### config.mk
export PLATFORM = sky130hd
export DESIGN_NAME = decode_phase_miinst_supply_queue
export DESIGN_NICKNAME = d
export VERILOG_FILES = /design/src/rtl/decode_phase_miinst_supply_queue.sv
export SDC_FILE = /design/constraint.sdc
export NUM_CORES = 1
export LEC_CHECK = 0
export CAP_MARGIN = 25
export CORE_MARGIN = 1
export CORE_UTILIZATION = 55
export DETAILED_ROUTE_END_ITERATION = 8
export PLACE_DENSITY = 0.75
export SYNTH_ARGS = -nofsm -noshare
export SYNTH_HDL_FRONTEND = slang
export SYNTH_SLANG_ARGS = --single-unit
### constraint.sdc
create_clock -name clk -period 7.15 [get_ports clk]
set_input_delay 0.715 -clock clk [delete_from_list [all_inputs] [get_ports clk]]
set_output_delay 0.715 -clock clk [all_outputs]
set_load 0.02 [all_outputs]
### src/rtl/decode_phase_miinst_supply_queue.sv
// Micro-instruction supply queue between x86 translate and decode.
// Accepts 0-2 miinsts per cycle, presents the oldest entry to decode, and flushes in one cycle.
package decode_phase_miinst_pkg;
  typedef enum logic [3:0] {
    MIOP_NOP    = 4'd0,
    MIOP_ALU    = 4'd1,
    MIOP_LOAD   = 4'd2,
    MIOP_STORE  = 4'd3,
    MIOP_BRANCH = 4'd4,
    MIOP_MUL    = 4'd5
  } miop_e;

  typedef struct packed {
    miop_e       op;
    logic [4:0]  d;
    logic [4:0]  s;
    logic [4:0]  t;
    logic [15:0] imm;
    logic [2:0]  bmd;
    logic [31:0] pc;
  } miinst_t;

  localparam miinst_t MIINST_NOP = '{op: MIOP_NOP, d: 5'd0, s: 5'd0, t: 5'd0,
                                     imm: 16'd0, bmd: 3'd0, pc: 32'd0};
endpackage

module decode_phase_miinst_supply_queue
  import decode_phase_miinst_pkg::*;
#(
  parameter int DEPTH = 8,
  parameter int PTR_W = $clog2(DEPTH)
) (
  input  logic           clk,
  input  logic           rstn,
  input  logic [1:0]     enq_n,
  input  miinst_t        enq_miinst_0,
  input  miinst_t        enq_miinst_1,
  output logic           enq_ready,
  output miinst_t        deq_miinst_head,
  output logic           valid,
  input  logic           stall,
  input  logic           flush,
  output logic [PTR_W:0] count
);

  // enq_ready requires room for a full pair, so DEPTH-1 occupancy also blocks
  localparam logic [PTR_W:0] READY_MAX = (PTR_W+1)'(DEPTH - 2);

  logic [PTR_W-1:0] wr_ptr;
  logic [PTR_W-1:0] rd_ptr;
  logic [1:0]       enq_acc;
  logic             do_deq;
  miinst_t          mem [DEPTH];

  assign enq_ready       = (count <= READY_MAX);
  assign valid           = (count != '0);
  assign deq_miinst_head = valid ? mem[rd_ptr] : MIINST_NOP;
  assign do_deq          = valid & ~stall & ~flush;

  // enq_n==3 is illegal and treated like a dropped write
  always_comb begin
    enq_acc = 2'd0;
    if (enq_ready && !flush && enq_n != 2'd3)
      enq_acc = enq_n;
  end

  always_ff @(posedge clk or negedge rstn) begin
    if (!rstn) begin
      wr_ptr <= '0;
      rd_ptr <= '0;
      count  <= '0;
    end else if (flush) begin
      wr_ptr <= '0;
      rd_ptr <= '0;
      count  <= '0;
    end else begin
      wr_ptr <= wr_ptr + PTR_W'(enq_acc);
      rd_ptr <= rd_ptr + PTR_W'(do_deq);
      count  <= count + (PTR_W+1)'(enq_acc) - (PTR_W+1)'(do_deq);
    end
  end

  // storage is deliberately left unreset; valid masks stale contents
  always_ff @(posedge clk) begin
    if (enq_acc != 2'd0)
      mem[wr_ptr] <= enq_miinst_0;
    if (enq_acc == 2'd2)
      mem[wr_ptr + PTR_W'(1)] <= enq_miinst_1;
  end

endmodule
==> results.md <==
- Total Wirelength: 71.32 mm
- Critical Path Sink: deq_miinst_head[25]
- Initial antenna violation count: 11
- Setup TNS: 0 ns
- Sequential share of power: 42.6%
- Synth Register Bits: 570
- CTS H-tree lvls: 2
- CP Class: reg2out
- Worst setup startpoint: rd_ptr[1]
- Cell Chain, Critical Path: buf_4 > mux2i_1 > a22oi_1 > and3_1 > clkdlybuf4s50_1
- Chip width: 239.0 microns
- Clk Latency, worst-skew pair: 0.63 ns
- Final worst slack: 2.563 ns
- # DRC: 0
- CP max stage delay: 1.00 ns
- Cells after Synth: 1915
- Top_reg_cell synth: edfxtp_1
- Largest net degree at the start of global routing: 119
- Iter 0 DRT Violations: 1109
- Slowest CP cell: dfrtp_4
- CTS root buffer: clkbuf_16
- Leak: 11.62 nW
- Internal power: 6.533 mW
- DP Area: 0.03312 sq mm
- Site Rows: 86
- Worst reg2reg startpoint: count[3]
- P&R area growth vs syn: 13.30%
- CTS sink count: 570
- Simple-gate share of the synthesized area: 3.672%
- Startpoint types: flop
- Hold buffer count at CTS: 0
- GRT Residual Overflow: 0
- Crit path max-delay family: buffers and inverters
- R2R setup slack: 3.11 ns
- Worst Path Required: 6.43 ns
- Final Critical Period: 4.587 ns
- Synth area leaders: edfxtp_1, mux2_4, mux2i_1, mux2_2, mux2_1
- Least-Margin Pin Slew: 1.095 ns
- Total GRT Usage: 24.74%
- Filler Cell Count: 4080
- Synthesized area: 0.03090 sq mm
- Vias post-DR: 17340
- Synth Area in XOR/XNOR: 0.2470%
- Largest family of logic cells by synthesized area: multiplexers
- Total core area: 0.05531 sq mm
- Mux contribution to synthesized area: 31.06%
- Post-synth top area share: 54.42%
- RSZ-0062 raised after global routing: no
- Worst VDD drop: 0.2671 mV
- Post-place setup slack: 2.360 ns
- Initial core utilization: 55.87%
- Reg2Reg Depth: 7
- Input/output buffers: 221
- Clock share of power: 32.9%
- CTS resizes: 0
- Critical path capture point type: primary output
- Psw: 2.521 mW
- Min-Delay Path Class: in2async
- Post-CTS Setup Bufs: 0
- Cell Pwr Density: 258.6 mW/mm^2
- Clock Pin Slew Worst Setup and Hold Paths: 0.06 ns
- First-pass DRT Iterations: 5
- Avg Cell Area, Syn: 16.14 sq um
- Ys Warns: 0
- Fin crit share: 64.15%
- First-pass GRT wire length: 107.2 mm
- Final hold violation count: 0
- Cell taking the most area after synthesis: edfxtp_1
- Number of distinct library cells after synthesis: 40
- Combinational share of power: 24.5%
- Worst path depth: 5
- Synth Area in Adders: 0.5749%
- Max clock buf depth: 3
- WL/cell: 24.79 microns
- Layout cells sized above 1: 29.49%
- Cts bufs inserted: 59
- Worst R2R End: mem[7][6]
- Final max-slew violation count: 0
- DRT antenna net count: 0
- Seq/Total Area, Yosys: 55.23%
- Worst path arrival time: 3.87 ns
- Maxcap violations: 0
- Final GP Congestion: 0.7518
- Fin Clk Skew: 0.02615 ns
- Async set or reset register ratio after synthesis: 1.754%
- Number of synthesized flops with an enable pin: 560
- Vias in the first global route: 18250
- Die height: 239.0 microns
- TritonCTS clock tree: yes
- # nets final: 2240
- Compound-Gate Fraction of Synth Area: 4.794%
- Core Util, Final: 63.30%
- Slew headroom: 27.02%
- Die area: 0.05714 sq mm
- I/O pin count: 222
- DP Wirelength: 40.32 mm
- Syn_nets: 2074
- Vias/cell: 6.026
- Status: complete, no violations
- Worst path buffer plus inverter count: 2
- Sw frac: 27.84%
- Maximum fanout along the worst path: 61
- # setup viols final: 0
- Hold WS: 0.4438 ns
- Max Clock Freq: 218.0 MHz
- Finished layout cell area: 0.03501 sq mm
==> final cells by class <==
cell class | instances | area [sq um] | share of cell area, %
repair buffers | 250 | 2535 | 7.240
well taps | 748 | 935.9 | 2.673
flip-flops and latches | 570 | 17070 | 48.75
clock buffers | 80 | 1577 | 4.503
clock inverters | 23 | 241.5 | 0.6897
multi-input cells | 1191 | 12600 | 36.00
inverters | 9 | 33.78 | 0.09649
diodes | 6 | 15.01 | 0.04288
==> per-stage QoR <==
step           std cells  power (mW)
2_1_floorplan       1915       5.165
3_5_place_dp        2766       6.142
3_3_place_gp        2764       6.090
6_report            2877       9.054
5_1_grt             2875       9.348
4_1_cts             2869       9.098
==> sequential cells by signal, summed over array words and instances, names as in the netlist <==
register  count
wr_ptr        3
rd_ptr        3
count         4
mem         560
==> Yosys cell counts, types with 11 or more instances <==
cell	instances
buf_8	14
mux2_1	62
edfxtp_1	560
buf_1	12
mux2_4	313
a211oi_1	71
nor2b_1	78
and3_1	74
a21oi_1	71
clkbuf_1	37
mux2i_1	210
buf_2	24
ha_1	11
buf_6	26
mux2_2	185
buf_12	23
a22oi_1	70
==> worst min-delay path by stage <==
stage	from	to	depth (start not counted)
global route	rstn	count[1]	1
CTS	rstn	count[3]	1
global placement	rd_ptr[2]	rd_ptr[2]	2
finish	rstn	count[3]	1
floorplan	rstn	count[0]	0
detailed placement	rd_ptr[2]	rd_ptr[2]	2
==> layer usage <==
metal	GRT usage (%)	up-vias	part of all wire, %
li1	-	7850	-
met1	31.73	8957	42
met2	43.10	413	51
met3	3.672	105	5.0
met4	7.653	12	2.2
met5	0	-	0.11
==> logic make-up after synthesis <==
logic type | count (synthesis)
compound gates | 221
fa+ha+maj | 13
simple gates | 179
flops | 570
xor+xnor | 7
buf+inv | 154
mux | 771
==> cells in the final DEF, fill, tap and decap left out, types with 9 or more instances in the layout <==
| cell type | netlist | routed |
|---|---|---|
| a22oi_1 | 70 | 70 |
| ha_1 | 11 | 11 |
| a211oi_1 | 71 | 71 |
| clkdlybuf4s50_1 | 0 | 221 |
| mux2i_1 | 210 | 210 |
| clkinv_1 | 0 | 11 |
| mux2_2 | 185 | 185 |
| nor2b_1 | 78 | 76 |
| mux2_1 | 62 | 62 |
| a21oi_1 | 71 | 71 |
| and3_1 | 74 | 70 |
| mux2_4 | 313 | 313 |
| clkbuf_1 | 37 | 20 |
| dfrtp_1 | 10 | 9 |
| edfxtp_1 | 560 | 560 |
| clkbuf_16 | 0 | 60 |
| inv_1 | 9 | 9 |
| buf_4 | 9 | 23 |
==> power groups by stage <==
stage	sequential [mW]	combinational (mW)	clock (mW)
floorplan	3.93	1.23	0
global placement	3.92	2.17	0
detailed placement	3.93	2.22	0
CTS	3.86	2.23	3.01
global route	3.86	2.35	3.13
finish	3.86	2.22	2.97
Power figures use the tool's default switching activity.
